File: src/rtl/program_loader_if.sv
`default_nettype none
// ============================================================================
// Module      : program_loader_if
// Description : Byte-stream handshake and memory write bus for program_loader.
// Revision    : 1.0 - initial release
// ============================================================================
interface program_loader_if;
  logic [7:0]  in_byte;
  logic        in_valid;
  logic        in_ready;
  logic [31:0] address;
  logic [31:0] memIn;
  logic        write;

  // master: host bridge and memory side; slave: the loader itself
  modport master (
    output in_byte,
    output in_valid,
    input  in_ready,
    input  address,
    input  memIn,
    input  write
  );

  modport slave (
    input  in_byte,
    input  in_valid,
    output in_ready,
    output address,
    output memIn,
    output write
  );
endinterface
`default_nettype wire

File: src/rtl/program_loader.sv
`default_nettype none
// ============================================================================
// Module      : program_loader
// Description : Packs a host byte stream into little-endian 32-bit words and
//               writes them to word-aligned, incrementing memory addresses.
//               Optional trailing checksum word: PROGRAM_LOADER_CHECKSUM_EN.
// Revision    : 1.0 - initial release
// ============================================================================
module program_loader #(
  parameter int CNT_W = 16,
  parameter int DEBUG = 0
) (
  input  logic             clk,
  input  logic             reset,
  input  logic             start,
  input  logic [31:0]      base_addr,
  input  logic [CNT_W-1:0] word_count,
  program_loader_if.slave  bus,
  output logic             busy,
  output logic             done,
  output logic             error
);

  typedef enum logic [2:0] {
    ST_IDLE  = 3'd0,
    ST_RECV  = 3'd1,
    ST_WRITE = 3'd2,
    ST_CHECK = 3'd3,
    ST_DONE  = 3'd4
  } state_t;

  state_t           state_q, state_d;
  logic [31:0]      addr_q, addr_d;
  logic [31:0]      mem_data_q, mem_data_d;
  logic [23:0]      part_q, part_d;
  logic [1:0]       byte_idx_q, byte_idx_d;
  logic [CNT_W-1:0] word_cnt_q, word_cnt_d;
  logic [CNT_W-1:0] word_total_q, word_total_d;
  logic             done_q, done_d;
  logic             error_q, error_d;
`ifdef PROGRAM_LOADER_CHECKSUM_EN
  logic [31:0]      sum_q, sum_d;
`endif

  logic             byte_accept;
  logic [23:0]      part_ins;
  logic [31:0]      full_word;
  logic [CNT_W-1:0] word_cnt_inc;

`ifdef PROGRAM_LOADER_CHECKSUM_EN
  assign bus.in_ready = (state_q == ST_RECV) || (state_q == ST_CHECK);
  assign busy         = (state_q == ST_RECV) || (state_q == ST_WRITE) || (state_q == ST_CHECK);
`else
  assign bus.in_ready = (state_q == ST_RECV);
  assign busy         = (state_q == ST_RECV) || (state_q == ST_WRITE);
`endif
  assign bus.write    = (state_q == ST_WRITE);
  assign bus.address  = addr_q;
  assign bus.memIn    = mem_data_q;
  assign done         = done_q;
  assign error        = error_q;

  assign byte_accept  = bus.in_valid && bus.in_ready;
  assign full_word    = {bus.in_byte, part_q};
  assign word_cnt_inc = word_cnt_q + 1'b1;

  // First byte of a word lands in the least significant lane
  always_comb begin
    part_ins = part_q;
    case (byte_idx_q)
      2'd0:    part_ins[7:0]   = bus.in_byte;
      2'd1:    part_ins[15:8]  = bus.in_byte;
      2'd2:    part_ins[23:16] = bus.in_byte;
      default: part_ins        = part_q;
    endcase
  end

  always_comb begin
    state_d      = state_q;
    addr_d       = addr_q;
    mem_data_d   = mem_data_q;
    part_d       = part_q;
    byte_idx_d   = byte_idx_q;
    word_cnt_d   = word_cnt_q;
    word_total_d = word_total_q;
    done_d       = done_q;
    error_d      = error_q;
`ifdef PROGRAM_LOADER_CHECKSUM_EN
    sum_d        = sum_q;
`endif

    case (state_q)
      ST_IDLE, ST_DONE: begin
        if (start) begin
          if (base_addr[1:0] != 2'b00) begin
            state_d = ST_DONE;
            done_d  = 1'b1;
            error_d = 1'b1;
          end else if (word_count == '0) begin
            state_d = ST_DONE;
            done_d  = 1'b1;
            error_d = 1'b0;
          end else begin
            state_d      = ST_RECV;
            addr_d       = base_addr;
            part_d       = '0;
            byte_idx_d   = 2'd0;
            word_cnt_d   = '0;
            word_total_d = word_count;
            done_d       = 1'b0;
            error_d      = 1'b0;
`ifdef PROGRAM_LOADER_CHECKSUM_EN
            sum_d        = '0;
`endif
          end
        end
      end

      ST_RECV: begin
        if (byte_accept) begin
          if (byte_idx_q == 2'd3) begin
            mem_data_d = full_word;
            part_d     = '0;
            byte_idx_d = 2'd0;
            state_d    = ST_WRITE;
          end else begin
            part_d     = part_ins;
            byte_idx_d = byte_idx_q + 2'd1;
          end
        end
      end

      ST_WRITE: begin
        addr_d     = addr_q + 32'd4;
        word_cnt_d = word_cnt_inc;
`ifdef PROGRAM_LOADER_CHECKSUM_EN
        sum_d      = sum_q + mem_data_q;
`endif
        if (word_cnt_inc == word_total_q) begin
`ifdef PROGRAM_LOADER_CHECKSUM_EN
          state_d = ST_CHECK;
`else
          state_d = ST_DONE;
          done_d  = 1'b1;
          error_d = 1'b0;
`endif
        end else begin
          state_d = ST_RECV;
        end
      end

`ifdef PROGRAM_LOADER_CHECKSUM_EN
      // Trailing checksum word is compared, never written to memory
      ST_CHECK: begin
        if (byte_accept) begin
          if (byte_idx_q == 2'd3) begin
            part_d     = '0;
            byte_idx_d = 2'd0;
            done_d     = 1'b1;
            error_d    = (full_word != sum_q);
            state_d    = ST_DONE;
          end else begin
            part_d     = part_ins;
            byte_idx_d = byte_idx_q + 2'd1;
          end
        end
      end
`endif

      default: state_d = ST_IDLE;
    endcase
  end

  always_ff @(posedge clk) begin
    if (reset) begin
      state_q      <= ST_IDLE;
      addr_q       <= '0;
      mem_data_q   <= '0;
      part_q       <= '0;
      byte_idx_q   <= '0;
      word_cnt_q   <= '0;
      word_total_q <= '0;
      done_q       <= 1'b0;
      error_q      <= 1'b0;
`ifdef PROGRAM_LOADER_CHECKSUM_EN
      sum_q        <= '0;
`endif
    end else begin
      state_q      <= state_d;
      addr_q       <= addr_d;
      mem_data_q   <= mem_data_d;
      part_q       <= part_d;
      byte_idx_q   <= byte_idx_d;
      word_cnt_q   <= word_cnt_d;
      word_total_q <= word_total_d;
      done_q       <= done_d;
      error_q      <= error_d;
`ifdef PROGRAM_LOADER_CHECKSUM_EN
      sum_q        <= sum_d;
`endif
    end
  end

  generate
    if (DEBUG != 0) begin : g_debug
`ifndef SYNTHESIS
      always_ff @(posedge clk) begin
        if (!reset && bus.write)
          $display("LDR: wrote %08h at %08h", bus.memIn, bus.address);
      end
`endif
    end
  endgenerate

endmodule
`default_nettype wire

File: src/flat_wrapper.sv
// flat-port wrapper written by rule: the top's interface ports become plain ports
module program_loader_flat 
#(
  parameter int CNT_W = 16,
  parameter int DEBUG = 0
)
  (clk, reset, start, base_addr, word_count, busy, done, error, bus_in_byte, bus_in_valid, bus_in_ready, bus_address, bus_memIn, bus_write);
  program_loader_if bus_i ();
  input  logic clk;
  input  logic reset;
  input  logic start;
  input  logic [31:0] base_addr;
  input  logic [CNT_W-1:0] word_count;
  output logic busy;
  output logic done;
  output logic error;
  input wire logic [$bits(bus_i.in_byte)-1:0] bus_in_byte;
  input wire logic [$bits(bus_i.in_valid)-1:0] bus_in_valid;
  output wire logic [$bits(bus_i.in_ready)-1:0] bus_in_ready;
  output wire logic [$bits(bus_i.address)-1:0] bus_address;
  output wire logic [$bits(bus_i.memIn)-1:0] bus_memIn;
  output wire logic [$bits(bus_i.write)-1:0] bus_write;
  assign bus_i.in_byte = bus_in_byte;
  assign bus_i.in_valid = bus_in_valid;
  assign bus_in_ready = bus_i.in_ready;
  assign bus_address = bus_i.address;
  assign bus_memIn = bus_i.memIn;
  assign bus_write = bus_i.write;
  program_loader #(.CNT_W(CNT_W), .DEBUG(DEBUG)) u_core (.clk(clk), .reset(reset), .start(start), .base_addr(base_addr), .word_count(word_count), .bus(bus_i), .busy(busy), .done(done), .error(error));
endmodule
File: config.mk
export PLATFORM = sky130hd
export DESIGN_NAME = program_loader_flat
export DESIGN_NICKNAME = d
export VERILOG_FILES = /design/src/rtl/program_loader_if.sv /design/src/rtl/program_loader.sv /design/src/flat_wrapper.sv
export SDC_FILE = /design/constraint.sdc
export NUM_CORES = 1
export LEC_CHECK = 0
export CAP_MARGIN = 20
export CORE_MARGIN = 4
export CORE_UTILIZATION = 50
export DETAILED_ROUTE_END_ITERATION = 16
export HOLD_SLACK_MARGIN = 0.02
export PLACE_DENSITY_LB_ADDON = 0.3
export SLEW_MARGIN = 20
export SYNTH_ARGS = -nofsm -noshare
export SYNTH_HDL_FRONTEND = slang
export SYNTH_SLANG_ARGS = --single-unit
File: constraint.sdc
create_clock -name clk -period 2.85 [get_ports clk]
set_input_delay 0.57 -clock clk [delete_from_list [all_inputs] [get_ports clk]]
set_output_delay 0.57 -clock clk [all_outputs]
set_load 0.01 [all_outputs]
## Yosys cells after proc, flatten, opt, wreduce, memory -nomap -nowiden

Index checks and enable logic that the tools add are counted.

- Bits in registers: 127
- Bits in latches: 0
- RAM bits: 0
- ROM bits: 0
- Output and inout bits: 69
- Memories kept: 0

- Add/subtract/negate cells: 3
- Multipliers: 0
- Div/mod/pow operators: 0
- Magnitude comparators: 0
- Equal/unequal tests: 16
- Shifts and indexed selects: 0
- Muxes and demuxes: 39
- Bitwise operators: 2
- Reductions and logical operators: 18

Operators by type and width:

| cell | number |
|---|---|
| 2-to-1 mux 24 bit | 5 |
| 2-to-1 mux 32 bit | 3 |
| case mux 32 bit (2 select lines) | 1 |
| 2-to-1 mux 16 bit | 3 |
| case mux 24 bit (2 select lines) | 1 |
| adder 32 x 3 -> 32 bit (second input constant) | 1 |
| case mux 16 bit (2 select lines) | 1 |
| 2-to-1 mux 8 bit | 3 |
| 2-to-1 mux 3 bit | 6 |
| AND reduction 6 bit | 3 |
| adder 16 x 1 -> 16 bit (second input constant) | 1 |
| == test 16 bit | 1 |
| logical NOT 16 bit | 1 |
| 2-to-1 mux 2 bit | 5 |
| inequality test 2 bit (second input constant) | 5 |
| inequality test 3 bit (second input constant) | 3 |
| case mux 3 bit (3 select lines) | 1 |
| AND reduction 3 bit | 3 |
| AND reduction 4 bit | 2 |
| 2-to-1 mux 1 bit | 7 |
| nonzero test 2 bit | 3 |
| AND reduction 5 bit | 1 |
| == test 2 bit (second input constant) | 2 |
| case mux 1 bit (2 select lines) | 2 |
| 13 further kinds | 14 |

## Logic depth before layout (Yosys ltp)

- Depth after elaboration: 5
- Gate-level depth with buffers: 10
- Depth with buffers taken out: 7

## Worst setup path before layout

OpenSTA, ideal clock, no wires.

- Path type: register to register
- From: register u_core.word_cnt_q[0]
- To: register u_core.error_q (netlist: u_core.error)
- Arrival time: 2.426 ns
- Setup slack: 0.290 ns
- Cell stages (with the launch flop): 8
- Path buffers: 0
- Period minus slack after synthesis: 2.560 ns
- Path through: dfxtp_1 -> ha_1 -> nand4_4 -> nor3_4 -> xnor2_1 -> or4_4 -> or4b_4 -> nor4b_4

- Longest elaborated chain between the ends: 4

Ends and longest elaborated chain:

| what | line | RTL |
|---|---|---|
| start, declared | program_loader.sv:37 | `logic [CNT_W-1:0] word_cnt_q, word_cnt_d;` |
| start signal, assigned | program_loader.sv:194 | `word_cnt_q <= word_cnt_d;` |
| adder 16 x 1 -> 16 bit | program_loader.sv:65 | `assign word_cnt_inc = word_cnt_q + 1'b1;` |
| == test 16 bit | program_loader.sv:139 | `if (word_cnt_inc == word_total_q) begin` |
| inequality test 2 x 1 -> 1 bit (no line) | -- |  |
| AND reduction 3 bit (no line) | -- |  |
| end signal, assigned | program_loader.sv:197 | `error_q <= error_d;` |
| end, declared | program_loader.sv:40 | `logic error_q, error_d;` |

Every way passes these cells.
A chain may end at the register's enable or synchronous reset.

## Worst setup path in the final report

- From: register u_core.word_cnt_q[1]
- To: register u_core.error_q (netlist: u_core.error)

Same word-level chain as after synthesis.

==> results.sh <==
export IMPL_status="finished clean"
export IMPL_cts_sinks=127
export IMPL_drv_cap=0
export IMPL_cpPeakStageDelay_ns=0.57
export IMPL_nets=965
export IMPL_timing_fmax_mhz=367
export IMPL_hold_violations=0
export IMPL_die_x_um=120
export IMPL_period_minus_slack_ns=2.72
export IMPL_fin_tns_setup_ns=0
export IMPL_placed_area_um2=7730
export IMPL_start_util_pct=51.4
export IMPL_worstPathArrival_ns=3.00
export IMPL_drt_iter0_markers=687
export IMPL_ios=129
export IMPL_peakVddDrop_v=0.000455
export IMPL_p_sw_uw=983
export IMPL_power_frac_comb_pct=7.7
export IMPL_clk_pin_slew_ns=0.05
export IMPL_synth_nets=845
export IMPL_drc=0
export IMPL_layout_cells_non_filler=1081
export IMPL_synth_flop_cell="dfxtp_1"
export IMPL_regArea_um2=2540
export IMPL_cp_start_kind="flip-flop"
export IMPL_p_leak_nw=3.03
export IMPL_slew_headroom_pct=35.8
export IMPL_r2r_start="u_core.word_cnt_q[1]"
export IMPL_syn_area_um2=6220
export IMPL_post_route_period_util_pct=95.5
export IMPL_ant_nets=0
export IMPL_overflow=0
export IMPL_postCtsHoldBufs=0
export IMPL_critical_path_required_ns=3.13
export IMPL_clk_path_buf_depth=2
export IMPL_multi_input_area_um2=3440
export IMPL_totalWireLength_mm=17.6
export IMPL_die_h_um=120
export IMPL_viasPerCell=5.74
export IMPL_slew_violations=0
export IMPL_critPathKind="flip-flop to flip-flop"
export IMPL_synth_cell_types=60
export IMPL_ff2ff_setup_slack_ns=0.13
export IMPL_track_usage_pct=24.7
export IMPL_core_um2=12100
export IMPL_post_cts_buffers=0
export IMPL_synth_warning_count=0
export IMPL_fin_area_um2=8360
export IMPL_min_path_type="flip-flop to flip-flop"
export IMPL_cts_root_buffer="clkbuf_16"
export IMPL_globalplace_congestion=0.878
export IMPL_drive_gt1_share_pct=8.65
export IMPL_end_kind="flip-flop"
export IMPL_rr_worst_depth=7
export IMPL_hold_ws_ns=0.437
export IMPL_clk_insertion_delay_late_ns=0.42
export IMPL_grt_pass1_vias=5891
export IMPL_finalSetupViolCount=0
export IMPL_crit_chain="ha_2 -> nand4_4 -> nor3_4 -> xnor2_1 -> or4_4 -> or4b_4 -> nor4b_4"
export IMPL_avgSynthCellArea_um2=7.98
export IMPL_power_density_nw_per_um2=533
export IMPL_dpl_hpwl_mm=12.4
export IMPL_synthToLayoutAreaGrowth_pct=34.4
export IMPL_final_fill_count=993
export IMPL_dieArea_um2=14300
export IMPL_worst_pin_slew_ns=0.963
export IMPL_cts_resized_gates=0
export IMPL_io_buffers=128
export IMPL_first_pass_iters=6
export IMPL_route_vias_total=6208
export IMPL_antenna_found_initial=0
export IMPL_cts_buffers=17
export IMPL_r2r_end="u_core.error"
export IMPL_routedWlPerCell_um=16.3
export IMPL_placed_cells=1049
export IMPL_ys_seq_area_share_pct=40.8
export IMPL_seqPwrFrac_pct=41.4
export IMPL_fp_row_count=40
export IMPL_synth_edf_count=0
export IMPL_worst_path_max_delay_cell="or4b_4"
export IMPL_rsz0062_at_grt="false"
export IMPL_synthArstFlopShare_pct=0
export IMPL_p_total_mw=4.46
export IMPL_cts_tree="built"
export IMPL_hold_depth=2
export IMPL_skew_ns=0.00674
export IMPL_synth_cells=780
export IMPL_p_int_mw=3.48
export IMPL_pwr_share_clk_pct=50.9
export IMPL_cp_max_fo=8
export IMPL_ys_seq_elements=127
export IMPL_h_tree_depth=4
export IMPL_final_cell_mix="127 x clkdlybuf4s50_1, 127 x dfxtp_1, 121 x nand2_1, 87 x a21oi_1, 80 x nor2_1"
export IMPL_grt_max_degree=71
export IMPL_worstHoldStart="u_core.bus.address[1]"
export IMPL_n_antenna_cell=0
export IMPL_hold_end="u_core.bus.address[1]"
export IMPL_swShare_pct=22.0
export IMPL_grt_pass1_wl_mm=29.0
[sequential cells by signal (all words and copies together) (netlist names)]
signal	cells
u_core.bus.memIn	32
u_core.error	1
u_core.byte_idx_q	2
u_core.bus.address	32
u_core.word_cnt_q	16
u_core.part_q	24
u_core.word_total_q	16
u_core.done	1
u_core.state_q	3
[Yosys cell counts (3+ instances only)]
master	number	share of area (%)
clkbuf_1	45	2.7
a311oi_1	5	0.70
a21oi_1	87	7.0
and2_1	15	1.5
a41oi_1	3	0.42
buf_4	3	0.36
and3_1	7	0.70
xnor2_1	18	2.5
o31ai_1	8	0.96
ha_1	5	1.0
nand2_1	122	7.4
nand4_1	17	1.7
o21ai_0	48	3.9
nand2b_1	4	0.40
or3_1	4	0.40
o21a_1	3	0.36
nor4_1	10	1.0
nor3_1	11	0.88
nand3_1	23	1.8
dfxtp_1	127	41
mux2i_1	40	6.4
nor2b_1	3	0.30
nor2_1	81	4.9
nand3b_1	7	0.84
a31oi_1	5	0.50
xor2_1	8	1.1
inv_1	11	0.66
nor3_2	3	0.48
a211oi_1	10	1.2
and4_1	6	0.84
[critical path: cells and delay by family, from the launching register on]
| kind | cells | cell delay, ns |
|---|---|---|
| xor gates and xnor gates | 1 | 0.10 |
| and+or+nand+nor | 5 | 1.70 |
| adders and majority gates | 1 | 0.32 |
| DFF | 1 | 0.45 |
[power groups by stage]
| stage | sequential (mW) | combinational, mW | clock, mW |
|---|---|---|---|
| 2_1_floorplan | 1.88 | 0.155 | 0 |
| 3_3_place_gp | 1.88 | 0.331 | 0 |
| 3_5_place_dp | 1.88 | 0.338 | 0 |
| 4_1_cts | 1.85 | 0.341 | 2.28 |
| 5_1_grt | 1.85 | 0.367 | 2.37 |
| 6_report | 1.85 | 0.341 | 2.27 |
[through the flow]
stage,worst slack [ns],utilization (%)
floorplan,0.290,-
global placement,-0.0108,63.9
detailed placement,-0.142,63.9
CTS,0.0695,69.0
global route,0.0252,69.1
finish,0.129,69.1
[worst max path at each step]
stage | startpoint | endpoint | slack (ns)
final | u_core.word_cnt_q[1] | u_core.error | 0.13
after global routing | u_core.word_cnt_q[1] | u_core.error | 0.03
after CTS | u_core.word_cnt_q[1] | u_core.error | 0.07
after detailed placement | word_count[10] | u_core.part_q[16] | -0.14
after global placement | word_count[11] | u_core.part_q[23] | -0.01
after floorplan | u_core.word_cnt_q[0] | u_core.error | 0.29
[final cells by class]
class / count / area share [%]
Multi-Input combinational cell: 590 / 41.1
Sequential cell: 127 / 30.4
Timing Repair Buffer: 153 / 18.0
Clock buffer: 22 / 5.91
Tap cell: 168 / 2.51
Clock inverter: 10 / 1.59
Inverter: 11 / 0.494
[cells by family after synthesis]
group                      count (synthesis)  synth area share (%)
xor gates and xnor gates                  26                  3.66
buffers and inverters                     63                  4.02
muxes                                     40                  6.43
AOI/OAI and AO/OA                        191                  18.0
DFF                                      127                  40.8
adders and majority gates                  5                  1.01
and+or+nand+nor                          328                  26.1
[layer usage]
metal  global-route usage [%]  wire length, um  vias to the layer above
li1                         -                -                     3004
met1                     32.7             7690                     2894
met2                     38.6             8170                      270
met3                     6.36             1420                       40
met4                     9.66              359                        0
met5                        0                0                        -
(Power assumes the default switching activity.)
